File: config.mk
export PLATFORM = sky130hd
export DESIGN_NAME = keypad_lock_ctrl_flat
export DESIGN_NICKNAME = d
export VERILOG_FILES = /design/src/rtl/keypad_lock_ctrl_if.sv /design/src/rtl/keypad_lock_ctrl.sv /design/src/flat_wrapper.sv
export SDC_FILE = /design/constraint.sdc
export NUM_CORES = 1
export LEC_CHECK = 0
export BUFFER_PORTS_ARGS = -buffer_cell sky130_fd_sc_hd__buf_2
export CAP_MARGIN = 20
export CORE_MARGIN = 4
export CORE_UTILIZATION = 35
export DETAILED_ROUTE_END_ITERATION = 12
export HOLD_SLACK_MARGIN = 0.05
export SYNTH_ARGS = -nofsm -noshare
export SYNTH_HDL_FRONTEND = slang
export SYNTH_SLANG_ARGS = --single-unit
File: constraint.sdc
create_clock -name clk -period 5.4 [get_ports clk]
set_clock_uncertainty 0.1 [all_clocks]
set_input_delay 0.54 -clock clk [delete_from_list [all_inputs] [get_ports clk]]
set_output_delay 0.54 -clock clk [all_outputs]
set_load 0.01 [all_outputs]
File: src/rtl/keypad_lock_ctrl_if.sv
// Decoded key-event bus from the keypad scanner to the lock controller.
interface keypad_lock_ctrl_if #(
  parameter int unsigned KEY_W = 4
);
  logic [KEY_W-1:0] key_val;
  logic             key_valid;

  modport master (output key_val, key_valid);
  modport slave  (input  key_val, key_valid);
endinterface

File: src/rtl/keypad_lock_ctrl.sv
// Password-lock controller: code entry, run-time reprogramming, auto-relock,
// entry timeout and failed-attempt lockout with alarm.
module keypad_lock_ctrl #(
  parameter int unsigned                 KEY_W          = 4,
  parameter int unsigned                 CODE_LEN       = 4,
  parameter logic [KEY_W*CODE_LEN-1:0]   DEFAULT_CODE   = 16'h1234,
  parameter logic [KEY_W-1:0]            KEY_ENTER      = 4'hE,
  parameter logic [KEY_W-1:0]            KEY_CLEAR      = 4'hC,
  parameter logic [KEY_W-1:0]            KEY_PROG       = 4'hA,
  parameter int unsigned                 MAX_TRIES      = 3,
  parameter int unsigned                 UNLOCK_CYCLES  = 100,
  parameter int unsigned                 LOCKOUT_CYCLES = 1000,
  parameter int unsigned                 TIMEOUT_CYCLES = 500
) (
  input  logic                               clk,
  input  logic                               rst,
  keypad_lock_ctrl_if.slave                  key_if,
  output logic                               locked,
  output logic                               unlocked,
  output logic                               alarm,
  output logic                               bad_pulse,
  output logic                               prog_done,
  output logic [$clog2(MAX_TRIES+1)-1:0]     fail_cnt,
  output logic [$clog2(CODE_LEN+1)-1:0]      digit_cnt
);

  localparam int unsigned CW      = KEY_W * CODE_LEN;
  localparam int unsigned FW      = $clog2(MAX_TRIES + 1);
  localparam int unsigned DW      = $clog2(CODE_LEN + 1);
  localparam int unsigned TMR_MAX = (UNLOCK_CYCLES > LOCKOUT_CYCLES) ? UNLOCK_CYCLES : LOCKOUT_CYCLES;
  localparam int unsigned TW      = $clog2(TMR_MAX + 1);
  localparam int unsigned IW      = $clog2(TIMEOUT_CYCLES + 1);

  if (KEY_ENTER == KEY_CLEAR || KEY_ENTER == KEY_PROG || KEY_CLEAR == KEY_PROG) begin : g_key_chk
    $error("keypad_lock_ctrl: ENTER, CLEAR and PROG key values must be distinct");
  end
  if (CODE_LEN == 0) begin : g_len_chk
    $error("keypad_lock_ctrl: CODE_LEN must be at least 1");
  end

  typedef enum logic [1:0] {
    ST_ENTRY    = 2'd0,
    ST_UNLOCKED = 2'd1,
    ST_PROG     = 2'd2,
    ST_LOCKOUT  = 2'd3
  } state_t;

  state_t          state_q, state_d;
  logic [CW-1:0]   code_q, code_d;
  logic [CW-1:0]   buf_q, buf_d;
  logic [DW-1:0]   dcnt_q, dcnt_d;
  logic            ovf_q, ovf_d;
  logic [FW-1:0]   fail_q, fail_d;
  logic [TW-1:0]   tmr_q, tmr_d;
  logic [IW-1:0]   idle_q, idle_d;
  logic            bad_d, prog_d, locked_d, unlocked_d, alarm_d;
  logic            clr_buf, push;

  logic is_enter, is_clear, is_prog, is_digit;
  logic idle_exp, entry_full, code_ok;

  assign is_enter   = key_if.key_valid && (key_if.key_val == KEY_ENTER);
  assign is_clear   = key_if.key_valid && (key_if.key_val == KEY_CLEAR);
  assign is_prog    = key_if.key_valid && (key_if.key_val == KEY_PROG);
  assign is_digit   = key_if.key_valid && !(is_enter || is_clear || is_prog);
  // Expiry is decided before looking at the key so it wins a same-cycle race.
  assign idle_exp   = (dcnt_q != '0) && (idle_q == IW'(TIMEOUT_CYCLES - 1));
  assign entry_full = (dcnt_q == DW'(CODE_LEN)) && !ovf_q;
  assign code_ok    = entry_full && (buf_q == code_q);

  // Next-state and next-output logic
  always_comb begin
    state_d = state_q;
    code_d  = code_q;
    buf_d   = buf_q;
    dcnt_d  = dcnt_q;
    ovf_d   = ovf_q;
    fail_d  = fail_q;
    tmr_d   = tmr_q;
    idle_d  = '0;
    bad_d   = 1'b0;
    prog_d  = 1'b0;
    clr_buf = 1'b0;
    push    = 1'b0;

    case (state_q)
      ST_ENTRY: begin
        idle_d = key_if.key_valid ? '0 : idle_q + IW'(1);
        if (idle_exp) begin
          clr_buf = 1'b1;
        end else if (is_digit) begin
          push = 1'b1;
        end else if (is_enter && (dcnt_q != '0)) begin
          clr_buf = 1'b1;
          if (code_ok) begin
            state_d = ST_UNLOCKED;
            fail_d  = '0;
            tmr_d   = '0;
          end else begin
            bad_d  = 1'b1;
            fail_d = fail_q + FW'(1);
            if (fail_q == FW'(MAX_TRIES - 1)) begin
              state_d = ST_LOCKOUT;
              tmr_d   = '0;
            end
          end
        end else if (is_clear) begin
          clr_buf = 1'b1;
        end
      end

      ST_UNLOCKED: begin
        if (tmr_q == TW'(UNLOCK_CYCLES - 1)) begin
          state_d = ST_ENTRY;
          tmr_d   = '0;
        end else begin
          tmr_d = tmr_q + TW'(1);
          if (is_clear) begin
            state_d = ST_ENTRY;
            tmr_d   = '0;
          end else if (is_prog) begin
            state_d = ST_PROG;
            clr_buf = 1'b1;
          end
        end
      end

      // Relock timer is frozen here; only a successful store restarts it.
      ST_PROG: begin
        idle_d = key_if.key_valid ? '0 : idle_q + IW'(1);
        if (idle_exp) begin
          clr_buf = 1'b1;
          state_d = ST_UNLOCKED;
        end else if (is_digit) begin
          push = 1'b1;
        end else if (is_enter) begin
          clr_buf = 1'b1;
          state_d = ST_UNLOCKED;
          if (entry_full) begin
            code_d = buf_q;
            prog_d = 1'b1;
            tmr_d  = '0;
          end else begin
            bad_d = 1'b1;
          end
        end else if (is_clear) begin
          clr_buf = 1'b1;
          state_d = ST_UNLOCKED;
        end
      end

      ST_LOCKOUT: begin
        if (tmr_q == TW'(LOCKOUT_CYCLES - 1)) begin
          state_d = ST_ENTRY;
          fail_d  = '0;
          tmr_d   = '0;
        end else begin
          tmr_d = tmr_q + TW'(1);
        end
      end

      default: state_d = ST_ENTRY;
    endcase

    if (push) begin
      if (dcnt_q == DW'(CODE_LEN)) begin
        ovf_d = 1'b1;
      end else begin
        buf_d  = CW'({buf_q, key_if.key_val});
        dcnt_d = dcnt_q + DW'(1);
      end
    end
    if (clr_buf) begin
      buf_d  = '0;
      dcnt_d = '0;
      ovf_d  = 1'b0;
    end
    if (dcnt_d == '0) begin
      idle_d = '0;
    end

    unlocked_d = (state_d == ST_UNLOCKED) || (state_d == ST_PROG);
    locked_d   = !unlocked_d;
    alarm_d    = (state_d == ST_LOCKOUT);
  end

  // State and output registers
  always_ff @(posedge clk) begin
    if (!rst) begin
      state_q   <= ST_ENTRY;
      code_q    <= DEFAULT_CODE;
      buf_q     <= '0;
      dcnt_q    <= '0;
      ovf_q     <= 1'b0;
      fail_q    <= '0;
      tmr_q     <= '0;
      idle_q    <= '0;
      locked    <= 1'b1;
      unlocked  <= 1'b0;
      alarm     <= 1'b0;
      bad_pulse <= 1'b0;
      prog_done <= 1'b0;
    end else begin
      state_q   <= state_d;
      code_q    <= code_d;
      buf_q     <= buf_d;
      dcnt_q    <= dcnt_d;
      ovf_q     <= ovf_d;
      fail_q    <= fail_d;
      tmr_q     <= tmr_d;
      idle_q    <= idle_d;
      locked    <= locked_d;
      unlocked  <= unlocked_d;
      alarm     <= alarm_d;
      bad_pulse <= bad_d;
      prog_done <= prog_d;
    end
  end

  assign fail_cnt  = fail_q;
  assign digit_cnt = dcnt_q;

endmodule

File: src/flat_wrapper.sv
// flat-port wrapper written by rule: the top's interface ports become plain ports
module keypad_lock_ctrl_flat 
#(
  parameter int unsigned                 KEY_W          = 4,
  parameter int unsigned                 CODE_LEN       = 4,
  parameter logic [KEY_W*CODE_LEN-1:0]   DEFAULT_CODE   = 16'h1234,
  parameter logic [KEY_W-1:0]            KEY_ENTER      = 4'hE,
  parameter logic [KEY_W-1:0]            KEY_CLEAR      = 4'hC,
  parameter logic [KEY_W-1:0]            KEY_PROG       = 4'hA,
  parameter int unsigned                 MAX_TRIES      = 3,
  parameter int unsigned                 UNLOCK_CYCLES  = 100,
  parameter int unsigned                 LOCKOUT_CYCLES = 1000,
  parameter int unsigned                 TIMEOUT_CYCLES = 500
)
  (clk, rst, locked, unlocked, alarm, bad_pulse, prog_done, fail_cnt, digit_cnt, key_if_key_val, key_if_key_valid);
  keypad_lock_ctrl_if #(.KEY_W(KEY_W)) key_if_i ();
  input  logic clk;
  input  logic rst;
  output logic locked;
  output logic unlocked;
  output logic alarm;
  output logic bad_pulse;
  output logic prog_done;
  output logic [$clog2(MAX_TRIES+1)-1:0] fail_cnt;
  output logic [$clog2(CODE_LEN+1)-1:0] digit_cnt;
  input wire logic [$bits(key_if_i.key_val)-1:0] key_if_key_val;
  input wire logic [$bits(key_if_i.key_valid)-1:0] key_if_key_valid;
  assign key_if_i.key_val = key_if_key_val;
  assign key_if_i.key_valid = key_if_key_valid;
  keypad_lock_ctrl #(.KEY_W(KEY_W), .CODE_LEN(CODE_LEN), .DEFAULT_CODE(DEFAULT_CODE), .KEY_ENTER(KEY_ENTER), .KEY_CLEAR(KEY_CLEAR), .KEY_PROG(KEY_PROG), .MAX_TRIES(MAX_TRIES), .UNLOCK_CYCLES(UNLOCK_CYCLES), .LOCKOUT_CYCLES(LOCKOUT_CYCLES), .TIMEOUT_CYCLES(TIMEOUT_CYCLES)) u_core (.clk(clk), .rst(rst), .key_if(key_if_i), .locked(locked), .unlocked(unlocked), .alarm(alarm), .bad_pulse(bad_pulse), .prog_done(prog_done), .fail_cnt(fail_cnt), .digit_cnt(digit_cnt));
endmodule
==> results of run 1 <==
## worst reg2reg max path, stage by stage, from the launching register on
cell and delay [ns]:
dfxtp_1 0.35, inv_1 0.07, ha_1 0.29, nor2b_4 0.21, o311a_1 0.30, nand2_1 0.14, nor2_2 0.83, mux2i_1 0.29
nand2_1 0.06
## cells by family after synthesis
group / after synthesis / synth area share [%]
adders and majority gates: 6 / 2.510
AOI/OAI and AO/OA: 46 / 11.88
muxes: 32 / 10.71
DFF: 64 / 42.85
buffers and inverters: 27 / 4.184
and+or+nand+nor: 121 / 20.84
xor gates and xnor gates: 24 / 7.029
## routing by layer
layer | routed length, um | track usage [%] | vias to the layer above
li1 | - | - | 1154
met1 | 2921 | 16.50 | 1025
met2 | 2648 | 19.27 | 36
met3 | 248 | 5.351 | 8
met4 | 77 | 4.041 | 0
met5 | 0 | 0 | -
## stage by stage
step / util, % / hold slack [ns]
floorplan: - / 0.3230
global placement: 38.03 / 0.3321
detailed placement: 38.03 / 0.3374
CTS: 40.80 / 0.3563
global route: 40.98 / 0.3837
finish: 40.98 / 0.3494
## area by class of cell
class,count,area (um2),share of cell area [%]
Multi-Input combinational cell,229,1592,47.02
Inverter,15,56.30,1.664
Timing Repair Buffer,17,95.09,2.810
Clock inverter,6,91.34,2.699
Sequential cell,64,1281,37.86
Tap cell,105,131.4,3.882
Clock buffer,10,137.6,4.067
## state kept, by name, indices dropped and copies added (netlist names)
signal,cells
u_core.tmr_q,10
u_core.digit_cnt,3
u_core.ovf_q,1
u_core.buf_q,16
u_core.code_q,16
u_core.locked,1
u_core.bad_pulse,1
u_core.unlocked,1
u_core.fail_cnt,2
u_core.state_q,2
u_core.idle_q,9
u_core.alarm,1
u_core.prog_done,1
## synthesized netlist by cell type, types with 3 or more instances
| cell | instances |
|---|---|
| clkbuf_1 | 5 |
| a21oi_1 | 6 |
| nor3_1 | 5 |
| and3_1 | 10 |
| mux2i_1 | 32 |
| o21ai_0 | 9 |
| o221a_2 | 5 |
| and2_1 | 9 |
| nor4_1 | 3 |
| ha_1 | 6 |
| xnor2_1 | 6 |
| nand2_1 | 17 |
| nand3_1 | 9 |
| nand4_1 | 3 |
| buf_2 | 4 |
| nor2_2 | 10 |
| dfxtp_1 | 64 |
| xor2_1 | 18 |
| inv_1 | 15 |
| nor2_1 | 42 |
## worst min path at each step
stage | start | to | slack, ns | cells after the start
floorplan | u_core.idle_q[0]$_SDFF_PP0_ | u_core.idle_q[0]$_SDFF_PP0_ | 0.32 | 1
global placement | u_core.idle_q[0]$_SDFF_PP0_ | u_core.idle_q[0]$_SDFF_PP0_ | 0.33 | 1
detailed placement | u_core.idle_q[0]$_SDFF_PP0_ | u_core.idle_q[0]$_SDFF_PP0_ | 0.34 | 1
CTS | u_core.idle_q[0]$_SDFF_PP0_ | u_core.idle_q[0]$_SDFF_PP0_ | 0.36 | 1
global route | u_core.idle_q[0]$_SDFF_PP0_ | u_core.idle_q[0]$_SDFF_PP0_ | 0.38 | 1
finish | u_core.idle_q[0]$_SDFF_PP0_ | u_core.idle_q[0]$_SDFF_PP0_ | 0.35 | 1
## power groups by stage
stage	clock network [W]	logic (W)	registers [W]
global placement	0	0.0000581	0.000496
floorplan	0	0.0000450	0.000495
CTS	0.000484	0.0000587	0.000485
global route	0.000506	0.0000667	0.000486
detailed placement	0	0.0000582	0.000496
finish	0.000470	0.0000600	0.000485
==> impl_metrics.ini, run 1 <==
[status]
status = completed

[place]
pre_cts_ws_ns = 2.303
dpl_cell_area_mm2 = 0.003141
dp.cells = 429
io_buffers = 16
hpwl_mm = 4.046
place_congestion = 0.8243

[setup_path]
crit_type = flop to flop
regToRegEndpoint = u_core.code_q[9]$_SDFFE_PN1P_
arrival_ns = 2.88
worstReg2RegStart = u_core.digit_cnt[0]$_SDFF_PN0_
required_ns = 5.52
crit_top_cell = nand2_1
worstSetupPathDepth = 8
critical_path.top_delay_family = simple AND/OR/NAND/NOR gates
endpoint = u_core.code_q[9]$_SDFFE_PN1P_
end_kind = flop
critical-path-slowest-cell = nor2_2
worstPathBufferInverterCount = 1
max_stage_delay_ns = 0.83
r2r_cells = 8
rrSetupSlack_ns = 2.64
worst_setup_path_start_kind = flop
worstPathCellList = inv_1, ha_1, nor2b_4, o311a_1, nand2_1, nor2_2, mux2i_1, nand2_1
worstPathMaxFanout = 16
crit_path_start = u_core.digit_cnt[0]$_SDFF_PN0_

[synthesis]
synth_nets = 333
syn_area_mm2 = 0.002990
netlist_top_cells_area = dfxtp_1 43%, mux2i_1 11%, nor2_1 5.3%
ys_warn_count = 0
synth_cells = 320
async_flop_share_pct = 0
synth_seq_cells = 64
syn_area_per_cell_um2 = 9.345
ys_types = 54
synth.yosys.seq_area_share_pct = 42.85
ys.flop_type = dfxtp_1
synth_top_area_cell = dfxtp_1
synth_edf_count = 0
yosysTopAreaCellShare_pct = 42.85

[power]
p_seq_share_pct = 47.8
power.net_switching_w = 0.0002389
clock_power_share_pct = 46.3
pwr-share-comb_pct = 5.9
cell_internal_pwr_w = 0.0007765
irDropWorstVdd_mv = 0.1911
cellPowerDensity_mw_per_mm2 = 300.0
leakage_nw = 1.419
switching_share_pct = 23.53
power_w = 0.001015

[clock_network]
clock-sinks = 64
clkSlewWorstSetupHoldPaths_ns = 0.08
cts_buffers = 9
clockRootBuffer = clkbuf_8
clockBufferDepth = 2
post_cts_buffers = 0
ctsHoldBuffers = 0
htree_levels = 3
cts_tree = done
clk-insertion-delay-late_ns = 0.34
ctsResizeCount = 0

[sta]
fin_ws_ns = 2.641
rsz0062_at_grt = no
fmax_mhz = 362.5
fin_setup_tns_ns = 0
finalCritPeriodShare_pct = 51.08
worstMarginPinSlew_ns = 1.081
hold_violations = 0
setup_violations = 0
slew_headroom_pct = 27.86
slew_violations = 0
period_minus_slack_ns = 2.759

[grt]
grt_util_all_layers_pct = 12.75
grt_pass1_wl_mm = 10.22
antenna_found_initial = 0
grt_max_degree = 22
overflow = 0
grt_pass1_vias = 2142

[routing]
ant_nets = 0
vias_per_cell = 4.984
wire_per_inst_um = 13.22
drc_errors = 0
dr.pass1.iters = 4
dr.first_iter.drc_count = 108
vias = 2223
routed_wl_mm = 5.895

[cells_and_area]
final_nets = 349
area_growth_pct = 13.18
diodes = 0
final_common_cell = dfxtp_1
final_cell_mix = 64 x dfxtp_1, 42 x nor2_1, 32 x mux2i_1
drive_above_1_share_pct = 16.42
fillers = 856
fin_cells = 446
stdcell_area_mm2 = 0.003385

[die]
die_h_um = 100.4
fp-row-count = 33
ios = 17
start_util_pct = 36.21
dieWidth_um = 100.4
dieArea_mm2 = 0.01009
core_mm2 = 0.008258

[hold_path]
hp-class = flop to flop

[flow_run]
maxCapViolCount = 0
Power figures use the tool's default switching activity.
==> run 2, diff against run 1 <==
- clock period: 5.4 -> 2.63 ns (I/O delays scaled with it)
==> run 2 against run 1 <==
  * Sequential share of layout area decreased by 0.95 points
  * First-iteration DRC count decreased by 4.6%
  * Largest cell class unchanged
  * Critical path type unchanged
  * Critical path depth increased by 1
  * Power increased by 110%
  * Clock power increased by 110%
  * Via count increased by 3.4%
  * Combinational power increased by 130%
  * Sequential cell count unchanged
  * Sequential power increased by 110%
  * Routed wire length increased by 3.3%
  * Hold slack got worse by 0.24 ns
  * Fmax increased by 11%
==> impl_metrics.ini, run 2 (same netlist as run 1, synthesis figures left out) <==
[die]
die_h_um = 100.4
core_mm2 = 0.008258
dieWidth_um = 100.4
fp-row-count = 33
dieArea_mm2 = 0.01009
ios = 17
start_util_pct = 36.21

[place]
place_congestion = 0.7795
hpwl_mm = 4.190
io_buffers = 16
dpl_cell_area_mm2 = 0.003201
dp.cells = 437

[cells_and_area]
seq_area_mm2 = 0.001282
fin_cells = 454
area_growth_pct = 16.19
drive_above_1_share_pct = 19.48
top_regs = u_core.buf_q (16), u_core.code_q (16), u_core.tmr_q (10)
final_nets = 357
stdcell_area_mm2 = 0.003475
multi_input_area_mm2 = 0.001617
fillers = 824
final_cell_mix = 63 x dfxtp_1, 42 x nor2_1, 32 x mux2i_1
diodes = 0
final_common_cell = dfxtp_1

[routing]
routed_wl_mm = 6.092
ant_nets = 0
drc_errors = 0
vias_per_cell = 5.064
dr.first_iter.drc_count = 103
dr.pass1.iters = 4
wire_per_inst_um = 13.42
vias = 2299

[sta]
period_minus_slack_ns = 2.495
hold_violations = 0
rsz0062_at_grt = no
worstMarginPinSlew_ns = 0.6090
slew_headroom_pct = 59.30
fin_setup_tns_ns = 0
slew_violations = 0
fmax_mhz = 400.8
finalCritPeriodShare_pct = 94.87
setup_violations = 0

[clock_network]
htree_levels = 3
clockBufferDepth = 2
clock-sinks = 64
cts_tree = done
cts_buffers = 9
clkSlewWorstSetupHoldPaths_ns = 0.07
ctsHoldBuffers = 0
clockRootBuffer = clkbuf_8
clk-insertion-delay-late_ns = 0.34

[grt]
grt_pass1_vias = 2192
grt_max_degree = 21
grt_util_all_layers_pct = 12.98
antenna_found_initial = 0
overflow = 0
grt_pass1_wl_mm = 10.38

[setup_path]
worst_setup_path_start_kind = flop
regToRegEndpoint = u_core.unlocked$_SDFF_PN0_
required_ns = 2.76
worstPathMaxFanout = 5
critical-path-slowest-cell = o311a_4
r2r_cells = 9
crit_type = flop to flop
crit_top_cell = ha_1
worstPathCellList = inv_1, ha_1, nor2b_4, o311a_4, nand3_1, o21ba_2, a221o_1, ha_1, and2_1
end_kind = flop
arrival_ns = 2.63
rrSetupSlack_ns = 0.13
worstReg2RegStart = u_core.digit_cnt[1]$_SDFF_PN0_
max_stage_delay_ns = 0.40

[power]
leakage_nw = 1.466
cellPowerDensity_mw_per_mm2 = 613.7
irDropWorstVdd_mv = 0.3013

[status]
status = completed

[hold_path]
hp-class = input pin to flop
worstHoldStart = key_if_key_val[0]
whs_path_depth = 3
holdPathEnd = u_core.buf_q[0]$_SDFFE_PP0P_

[flow_run]
maxCapViolCount = 0
==> run 2: changes by cell type in the layout (fill, tap and decap cells not counted), moves of 2 or more <==
| cell | previous run | this run |
|---|---|---|
| clkinv_4 | 2 | 0 |
| buf_4 | 0 | 9 |
| clkinvlp_4 | 0 | 2 |
| clkbuf_8 | 10 | 12 |
==> run 2: worst max-delay path by stage <==
| stage | to | slack (ns) | cells after the start | startpoint |
|---|---|---|---|---|
| 6_report | u_core.unlocked$_SDFF_PN0_ | 0.13 | 9 | u_core.digit_cnt[1]$_SDFF_PN0_ |
| 5_1_grt | u_core.locked$_SDFF_PN1_ | 0.004 | 10 | u_core.digit_cnt[0]$_SDFF_PN0_ |
| 4_1_cts | u_core.locked$_SDFF_PN1_ | 0.07 | 10 | u_core.digit_cnt[1]$_SDFF_PN0_ |
| 3_5_place_dp | u_core.locked$_SDFF_PN1_ | 0.09 | 10 | u_core.digit_cnt[1]$_SDFF_PN0_ |
| 3_3_place_gp | u_core.unlocked$_SDFF_PN0_ | 0.11 | 9 | u_core.digit_cnt[1]$_SDFF_PN0_ |
| 2_1_floorplan | u_core.unlocked$_SDFF_PN0_ | 0.13 | 9 | u_core.digit_cnt[0]$_SDFF_PN0_ |
==> run 2: final cells by class <==
cell class	instances	share of cell area [%]
repair buffers	25	4.249
inverters	15	1.620
well taps	105	3.781
clock buffers	12	4.753
flip-flops and latches	64	36.91
multi-input cells	229	46.53
clock inverters	4	2.161
==> run 2: power breakdown <==
group	switching, W	internal, W	total, W
sequential	0.0000127	0.000982	0.000995
combinational	0.0000810	0.0000566	0.000138
clock	0.000389	0.000611	0.00100
total	0.000483	0.00165	0.00213
==> run 2: timing repair <==
item,CTS,global route
gates resized for setup,0,5
setup buffers,0,1
setup endpoints to repair,0,18
==> run 2: metrics by stage <==
stage / util [%] / setup WS (ns) / power, W / hold WS [ns]
CTS: 41.67 / 0.07391 / 0.002156 / 0.09217
finish: 42.08 / 0.1349 / 0.002132 / 0.1112
detailed placement: 38.76 / 0.09034 / 0.001152 / 0.3423
floorplan: - / 0.1264 / 0.001109 / 0.3102
global placement: 38.76 / 0.1142 / 0.001151 / 0.3384
global route: 42.08 / 0.003751 / 0.002215 / 0.1494
==> run 2: critical path: cells and delay by family (launching register included) <==
kind	cells	cell delay, ns
simple gates	3	0.40
buf+inv	1	0.05
compound gates	3	0.98
flops	1	0.36
fa+ha+maj	2	0.48
==> run 2: routing by layer <==
metal / wire length, um / vias to the layer above / GRT usage, %
li1: - / 1168 / -
met1: 3044 / 1088 / 17.11
met2: 2732 / 34 / 20.13
met3: 229 / 9 / 3.892
met4: 86 / 0 / 4.663
met5: 0 / - / 0
